[config.mk]
export PLATFORM = sky130hd
export DESIGN_NAME = dcache_controller_flat
export DESIGN_NICKNAME = d
export VERILOG_FILES = /design/src/rtl/dcache_pkg.sv /design/src/rtl/dcache_if.sv /design/src/rtl/dcache_array.sv /design/src/rtl/dcache_controller.sv /design/src/flat_wrapper.sv
export SDC_FILE = /design/constraint.sdc
export NUM_CORES = 2
export LEC_CHECK = 0
export ABC_AREA = 0
export CORE_ASPECT_RATIO = 1.2
export CORE_MARGIN = 2
export CORE_UTILIZATION = 45
export CTS_CLUSTER_DIAMETER = 200
export DETAILED_ROUTE_END_ITERATION = 8
export GPL_TIMING_DRIVEN = 1
export PLACE_DENSITY_LB_ADDON = 0.1
export SETUP_SLACK_MARGIN = 0.5
export SLEW_MARGIN = 10
export SYNTH_ARGS = -nofsm -noshare
export SYNTH_HDL_FRONTEND = slang
export SYNTH_HIERARCHICAL = 1
export SYNTH_SLANG_ARGS = --single-unit
export TNS_END_PERCENT = 50
[constraint.sdc]
create_clock -name CLK -period 6.8 [get_ports CLK]
set_input_delay 1.36 -clock CLK [delete_from_list [all_inputs] [get_ports CLK]]
set_output_delay 1.36 -clock CLK [all_outputs]
set_load 0.005 [all_outputs]
[src/rtl/dcache_pkg.sv]
// Shared types, geometry and address-field helpers for the direct-mapped data cache.
package dcache_pkg;

  localparam int DEF_INDEX_BITS = 4;
  localparam int DEF_WORD_BITS  = 2;

  typedef enum logic [1:0] {IDLE, WRITEBACK, ALLOCATE} state_e;

  function automatic int tag_bits(input int ib, input int wb);
    return 32 - ib - wb - 2;
  endfunction

  function automatic int line_width(input int wb);
    return 32 * (2 ** wb);
  endfunction

  localparam int TAG_BITS    = tag_bits(DEF_INDEX_BITS, DEF_WORD_BITS);
  localparam int OFFSET_BITS = DEF_WORD_BITS + 2;
  localparam int LINE_W      = line_width(DEF_WORD_BITS);

  // Field helpers return right-justified values; callers size-cast to their field width.
  function automatic logic [31:0] addr_offset(input logic [31:0] a, input int wb);
    return (a >> 2) & ((32'd1 << wb) - 32'd1);
  endfunction

  function automatic logic [31:0] addr_index(input logic [31:0] a, input int ib, input int wb);
    return (a >> (wb + 2)) & ((32'd1 << ib) - 32'd1);
  endfunction

  function automatic logic [31:0] addr_tag(input logic [31:0] a, input int ib, input int wb);
    return a >> (ib + wb + 2);
  endfunction

endpackage

[src/rtl/dcache_if.sv]
// Memory-stage request bus plus line-granular main-memory port of the data cache.
interface dcache_if #(parameter int LINE_W = 128);
  logic              cpu_valid;
  logic              cpu_op;
  logic [31:0]       cpu_addr;
  logic [31:0]       cpu_wdata;
  logic [31:0]       cpu_rdata;
  logic              cache_ready;
  logic              cache_busy;
  logic              mem_req;
  logic              mem_we;
  logic [31:0]       mem_addr;
  logic [LINE_W-1:0] mem_wdata;
  logic [LINE_W-1:0] mem_rdata;
  logic              mem_ready;

  modport slave (
    input  cpu_valid, cpu_op, cpu_addr, cpu_wdata, mem_rdata, mem_ready,
    output cpu_rdata, cache_ready, cache_busy, mem_req, mem_we, mem_addr, mem_wdata
  );

  modport master (
    output cpu_valid, cpu_op, cpu_addr, cpu_wdata, mem_rdata, mem_ready,
    input  cpu_rdata, cache_ready, cache_busy, mem_req, mem_we, mem_addr, mem_wdata
  );
endinterface

[src/rtl/dcache_array.sv]
// Tag/valid/dirty/data storage: async read, sync word write (store hit) and line write (refill).
module dcache_array #(
  parameter int INDEX_BITS = 4,
  parameter int WORD_BITS  = 2,
  parameter int TAG_W      = 24,
  parameter int LINE_W     = 128
) (
  input  logic                  CLK,
  input  logic                  Reset,
  input  logic [INDEX_BITS-1:0] i_idx,
  output logic                  o_valid,
  output logic                  o_dirty,
  output logic [TAG_W-1:0]      o_tag,
  output logic [LINE_W-1:0]     o_line,
  input  logic                  i_word_we,
  input  logic [WORD_BITS-1:0]  i_word_off,
  input  logic [31:0]           i_word_data,
  input  logic                  i_line_we,
  input  logic [TAG_W-1:0]      i_line_tag,
  input  logic [LINE_W-1:0]     i_line_data
);
  localparam int NLINES = 1 << INDEX_BITS;

  logic [NLINES-1:0] r_valid;
  logic [NLINES-1:0] r_dirty;
  logic [TAG_W-1:0]  r_tag  [NLINES];
  logic [LINE_W-1:0] r_data [NLINES];

  assign o_valid = r_valid[i_idx];
  assign o_dirty = r_dirty[i_idx];
  assign o_tag   = r_tag[i_idx];
  assign o_line  = r_data[i_idx];

  always_ff @(posedge CLK) begin
    if (Reset) begin
      r_valid <= '0;
      r_dirty <= '0;
    end else if (i_line_we) begin
      r_valid[i_idx] <= 1'b1;
      r_dirty[i_idx] <= 1'b0;
    end else if (i_word_we) begin
      r_dirty[i_idx] <= 1'b1;
    end
  end

  // Contents are meaningless until valid is set, so no reset here.
  always_ff @(posedge CLK) begin
    if (i_line_we) begin
      r_tag[i_idx]  <= i_line_tag;
      r_data[i_idx] <= i_line_data;
    end else if (i_word_we) begin
      r_data[i_idx][32*i_word_off +: 32] <= i_word_data;
    end
  end
endmodule

[src/rtl/dcache_controller.sv]
// Direct-mapped write-back/write-allocate D-cache: zero-latency hits, FSM-driven writeback and refill.
module dcache_controller
  import dcache_pkg::*;
#(
  parameter int INDEX_BITS = DEF_INDEX_BITS,
  parameter int WORD_BITS  = DEF_WORD_BITS,
  parameter int LINE_W     = 32 * (2 ** WORD_BITS)
) (
  input  logic     CLK,
  input  logic     Reset,
  dcache_if.slave  bus
);
  localparam int TAG_W = 32 - INDEX_BITS - WORD_BITS - 2;

  state_e                r_state, w_next;
  logic [INDEX_BITS-1:0] r_miss_idx, w_req_idx, w_idx;
  logic [TAG_W-1:0]      r_miss_tag, w_req_tag, w_tag;
  logic [WORD_BITS-1:0]  w_off;
  logic                  w_valid, w_dirty, w_hit;
  logic [LINE_W-1:0]     w_line;
  logic [31:0]           w_word;
  logic                  w_mem_req, w_mem_we;
  logic [31:0]           w_mem_addr;
  logic [LINE_W-1:0]     w_mem_wdata;

  assign w_req_idx = INDEX_BITS'(addr_index(bus.cpu_addr, INDEX_BITS, WORD_BITS));
  assign w_req_tag = TAG_W'(addr_tag(bus.cpu_addr, INDEX_BITS, WORD_BITS));
  assign w_off     = WORD_BITS'(addr_offset(bus.cpu_addr, WORD_BITS));

  // The miss index/tag are latched so the memory transaction stays stable even if the core drops the request.
  assign w_idx = (r_state == IDLE) ? w_req_idx : r_miss_idx;

  dcache_array #(
    .INDEX_BITS(INDEX_BITS), .WORD_BITS(WORD_BITS), .TAG_W(TAG_W), .LINE_W(LINE_W)
  ) u_array (
    .CLK         (CLK),
    .Reset       (Reset),
    .i_idx       (w_idx),
    .o_valid     (w_valid),
    .o_dirty     (w_dirty),
    .o_tag       (w_tag),
    .o_line      (w_line),
    .i_word_we   (w_hit & ~bus.cpu_op),
    .i_word_off  (w_off),
    .i_word_data (bus.cpu_wdata),
    .i_line_we   ((r_state == ALLOCATE) & bus.mem_ready),
    .i_line_tag  (r_miss_tag),
    .i_line_data (bus.mem_rdata)
  );

  assign w_hit  = bus.cpu_valid & w_valid & (w_tag == w_req_tag) & (r_state == IDLE);
  assign w_word = w_line[32*w_off +: 32];

  always_ff @(posedge CLK) begin
    if (Reset) begin
      r_state    <= IDLE;
      r_miss_idx <= '0;
      r_miss_tag <= '0;
    end else begin
      r_state <= w_next;
      if (r_state == IDLE) begin
        r_miss_idx <= w_req_idx;
        r_miss_tag <= w_req_tag;
      end
    end
  end

  always_comb begin
    w_next      = r_state;
    w_mem_req   = 1'b0;
    w_mem_we    = 1'b0;
    w_mem_addr  = '0;
    w_mem_wdata = '0;
    case (r_state)
      IDLE: begin
        if (bus.cpu_valid && !w_hit)
          w_next = (w_valid && w_dirty) ? WRITEBACK : ALLOCATE;
      end
      WRITEBACK: begin
        w_mem_req   = 1'b1;
        w_mem_we    = 1'b1;
        w_mem_addr  = {w_tag, r_miss_idx, {(WORD_BITS+2){1'b0}}};
        w_mem_wdata = w_line;
        if (bus.mem_ready) w_next = ALLOCATE;
      end
      ALLOCATE: begin
        w_mem_req  = 1'b1;
        w_mem_addr = {r_miss_tag, r_miss_idx, {(WORD_BITS+2){1'b0}}};
        if (bus.mem_ready) w_next = IDLE;
      end
      default: w_next = IDLE;
    endcase
  end

  assign bus.cache_ready = w_hit;
  assign bus.cpu_rdata   = w_hit ? w_word : 32'h0;
  assign bus.cache_busy  = (r_state != IDLE);
  assign bus.mem_req     = w_mem_req;
  assign bus.mem_we      = w_mem_we;
  assign bus.mem_addr    = w_mem_addr;
  assign bus.mem_wdata   = w_mem_wdata;
endmodule

[src/flat_wrapper.sv]
// flat-port wrapper written by rule: the top's interface ports become plain ports
module dcache_controller_flat import dcache_pkg::*;
#(
  parameter int INDEX_BITS = DEF_INDEX_BITS,
  parameter int WORD_BITS  = DEF_WORD_BITS,
  parameter int LINE_W     = 32 * (2 ** WORD_BITS)
)
  (CLK, Reset, bus_cpu_valid, bus_cpu_op, bus_cpu_addr, bus_cpu_wdata, bus_mem_rdata, bus_mem_ready, bus_cpu_rdata, bus_cache_ready, bus_cache_busy, bus_mem_req, bus_mem_we, bus_mem_addr, bus_mem_wdata);
  dcache_if #(.LINE_W(LINE_W)) bus_i ();
  input  logic CLK;
  input  logic Reset;
  input wire logic [$bits(bus_i.cpu_valid)-1:0] bus_cpu_valid;
  input wire logic [$bits(bus_i.cpu_op)-1:0] bus_cpu_op;
  input wire logic [$bits(bus_i.cpu_addr)-1:0] bus_cpu_addr;
  input wire logic [$bits(bus_i.cpu_wdata)-1:0] bus_cpu_wdata;
  input wire logic [$bits(bus_i.mem_rdata)-1:0] bus_mem_rdata;
  input wire logic [$bits(bus_i.mem_ready)-1:0] bus_mem_ready;
  output wire logic [$bits(bus_i.cpu_rdata)-1:0] bus_cpu_rdata;
  output wire logic [$bits(bus_i.cache_ready)-1:0] bus_cache_ready;
  output wire logic [$bits(bus_i.cache_busy)-1:0] bus_cache_busy;
  output wire logic [$bits(bus_i.mem_req)-1:0] bus_mem_req;
  output wire logic [$bits(bus_i.mem_we)-1:0] bus_mem_we;
  output wire logic [$bits(bus_i.mem_addr)-1:0] bus_mem_addr;
  output wire logic [$bits(bus_i.mem_wdata)-1:0] bus_mem_wdata;
  assign bus_i.cpu_valid = bus_cpu_valid;
  assign bus_i.cpu_op = bus_cpu_op;
  assign bus_i.cpu_addr = bus_cpu_addr;
  assign bus_i.cpu_wdata = bus_cpu_wdata;
  assign bus_i.mem_rdata = bus_mem_rdata;
  assign bus_i.mem_ready = bus_mem_ready;
  assign bus_cpu_rdata = bus_i.cpu_rdata;
  assign bus_cache_ready = bus_i.cache_ready;
  assign bus_cache_busy = bus_i.cache_busy;
  assign bus_mem_req = bus_i.mem_req;
  assign bus_mem_we = bus_i.mem_we;
  assign bus_mem_addr = bus_i.mem_addr;
  assign bus_mem_wdata = bus_i.mem_wdata;
  dcache_controller #(.INDEX_BITS(INDEX_BITS), .WORD_BITS(WORD_BITS), .LINE_W(LINE_W)) u_core (.CLK(CLK), .Reset(Reset), .bus(bus_i));
endmodule
==> flow_metrics.env <==
export IMPL_htree_levels=4
export IMPL_synth_area_leaders="edfxtp_1 75%, mux4_2 15%, a22oi_1 2.6%"
export IMPL_synth_top_area_share_pct=74.9
export IMPL_syn_to_final_growth_pct=23.8
export IMPL_grt_max_degree=76
export IMPL_final_cells=8584
export IMPL_root_buffer="clkbuf_16"
export IMPL_cts_clk_slew_worst_paths_ns=0.06
export IMPL_tritoncts="yes"
export IMPL_wl_per_cell_um=36.3
export IMPL_syn_inst=4558
export IMPL_io_buffers=386
export IMPL_antenna_found_initial=40
export IMPL_clock_skew_final_ns=0.0651
export IMPL_cp_max_fo=17
export IMPL_drive_above_1_share_pct=31.4
export IMPL_grt_pass1_wl_um=425000
export IMPL_synth_seq_cells=2494
export IMPL_first_pass_iters=6
export IMPL_fmax_mhz=158
export IMPL_yosysSeqAreaShare_pct=76.2
export IMPL_clock_sinks=2494
export IMPL_run_status="completed"
export IMPL_rsz0062_at_grt="yes"
export IMPL_dr_first_iter_drc_count=5739
export IMPL_synth_area_mm2=0.0975
export IMPL_grt_overflow_total=0
export IMPL_holdPathStages=2
export IMPL_tns_ns=0
export IMPL_first_global_vias=52500
export IMPL_p_leak_uw=0.0393
export IMPL_worst_r2r_setup_slack_ns=1.13
export IMPL_clk_path_buf_depth=3
export IMPL_worst_ir_drop_vdd_v=0.000277
export IMPL_ys_flop_type="edfxtp_1"
export IMPL_crit_path_frequent_cell="buf_12"
export IMPL_num_vias=52600
export IMPL_stdcell_area_mm2=0.121
export IMPL_gp_congestion=0.840
export IMPL_synth_common_cells="2432 x edfxtp_1, 648 x mux4_2, 332 x a22oi_1"
export IMPL_synth_avg_cell_area_um2=21.4
export IMPL_worstHoldPathType="register to register"
export IMPL_slowest_stage="mux2_8"
export IMPL_cp_start_kind="primary input"
export IMPL_synth_edf_count=2432
export IMPL_dieHeight_um=514
export IMPL_grt_usage_pct=28.2
export IMPL_drc=0
export IMPL_clk_latency_ns=0.90
export IMPL_die_area_mm2=0.220
export IMPL_core_area_mm2=0.216
export IMPL_hold_violations=0
export IMPL_critPathKind="primary input to output port"
export IMPL_power_density_mw_per_mm2=301
export IMPL_yosysTopAreaCell="edfxtp_1"
export IMPL_wl_um=311000
export IMPL_fin_util_pct=55.9
export IMPL_cts_made_buffers=238
export IMPL_dp_hpwl_um=196000
export IMPL_worst_pin_slew_ns=1.27
export IMPL_yosysWarnings=6
export IMPL_io_pins=393
export IMPL_critical_path_max_stage_delay_ns=0.43
export IMPL_post_route_period_util_pct=93.3
export IMPL_rows=187
export IMPL_start_util_pct=45.2
export IMPL_synth_cell_types=45
export IMPL_yosysMostFrequentCell="edfxtp_1"
export IMPL_finalSetupViolations=0
export IMPL_arrival_ns=4.98
export IMPL_layout_nets=5727
export IMPL_end_kind="output port"
export IMPL_max_cap_viol_count=0
export IMPL_drtAntennaViolNets=0
export IMPL_crit_required_ns=5.44
export IMPL_fp_dieW_um=429
export IMPL_period_minus_slack_ns=6.34
export IMPL_final_max_slew_violation_count=0
export IMPL_slew_headroom_pct=14.8
export IMPL_avgViaCountPerCell=6.13
export IMPL_fill_cells=16300
export IMPL_placed_cell_area_mm2=0.112
export IMPL_async_flop_share_pct=0
export IMPL_placed_cells=8085
export IMPL_worstPathCellList="dlygate4sd2_1 -> mux2_8 -> buf_12 -> buf_12 -> buf_4 -> mux4_2 -> a22oi_1 -> nand2_1 -> xor2_1 -> nor4_1 -> buf_4 -> nand4_4 -> buf_12 -> buf_16 -> buf_12 -> buf_12 -> nor2b_1 -> dlygate4sd2_1"
export IMPL_r2r_worst_path_cells=23
-- state kept, by name (all words and copies together), names as in the netlist, named ones only --
register                flops
u_core/u_array/r_data    2048
u_core/u_array/r_valid     16
u_core/r_miss_tag          24
u_core/u_array/r_tag      384
u_core/r_miss_idx           4
u_core/r_state              2
-- path summary, 6_finish.rpt --
path | start | to
worst max-delay path | bus_cpu_addr[5] | bus_cpu_rdata[29]
worst min register to register | u_core/u_array/r_valid[14]$_SDFFE_PP0P_ | u_core/u_array/r_valid[14]$_SDFFE_PP0P_
worst min-delay path | u_core/u_array/r_valid[14]$_SDFFE_PP0P_ | u_core/u_array/r_valid[14]$_SDFFE_PP0P_
worst max register to register | u_core/r_state[0]$_SDFFE_PP0P_ | u_core/u_array/r_data[15][103]$_DFFE_PP_
-- metal layers --
layer | part of all wire (%) | up-vias | GRT usage (%)
li1 | - | 21200 | -
met1 | 38 | 28500 | 37.1
met2 | 49 | 2352 | 46.2
met3 | 6.9 | 485 | 4.14
met4 | 5.4 | 10 | 14.1
met5 | 0.018 | - | 0
-- cells by family (layout without fill, tap and decap cells) --
group	count (synthesis)	after routing	share of synthesized area, %
flops	2494	2494	76.2
mux	676	680	15.3
simple gates	548	548	2.83
compound gates	501	501	3.97
buf+inv	306	1460	1.47
xor+xnor	24	24	0.216
fa+ha+maj	8	8	0.103
other cells	1	34	0.00385
-- where the power goes --
group	leakage [µW]	internal [µW]	switching [µW]	total (µW)
sequential	0.0225	17100	105	17200
combinational	0.0131	2530	3440	5960
clock	0.00377	7400	5730	13100
-- layout make-up --
cell class	count	area (µm²)	area share, %
diodes	30	75.1	0.0622
inverters	6	25.0	0.0207
well taps	2835	3550	2.94
flip-flops and latches	2494	74300	61.5
multi-input cells	1765	22800	18.9
clock inverters	138	1390	1.15
clock buffers	299	6310	5.22
repair buffers	1017	12300	10.2
-- per-stage QoR --
step	setup WS (ns)	hold WS [ns]	total power, µW
final	0.459	0.475	36300
after global routing	0.350	0.490	37300
after CTS	0.254	0.475	36500
after detailed placement	-0.0694	0.458	23300
after global placement	-0.0821	0.442	23300
after floorplan	0.217	0.432	20100
-- cells in the final DEF, fill, tap and decap left out, drive strengths merged, types with 9 or more instances in the layout --
cell              n
nor2b            61
nor3             16
a22o            128
clkbuf          301
nand2           174
buf             645
inv              17
dfxtp            62
nor2            110
mux4            648
diode            30
clkdlybuf4s50   347
bufinv           22
clkinv          101
a31oi            32
and2            136
xnor2            15
edfxtp         2432
and3             18
xor2              9
dlygate4sd2      11
a22oi           332
mux2i            24
-- what timing repair did --
action	4_1_cts	5_1_grt
cloned	9	0
setup buffers	14	9
hold buffers	0	0
pin swaps	12	11
resized for setup	109	64
setup endpoints to repair	85	37
-- worst max-delay path, delay by kind of cell --
family | cells | cell delay [ns]
buf+inv | 10 | 1.83
mux | 2 | 0.71
simple gates | 4 | 0.63
xor+xnor | 1 | 0.21
compound gates | 1 | 0.19
Power figures use the tool's default switching activity.
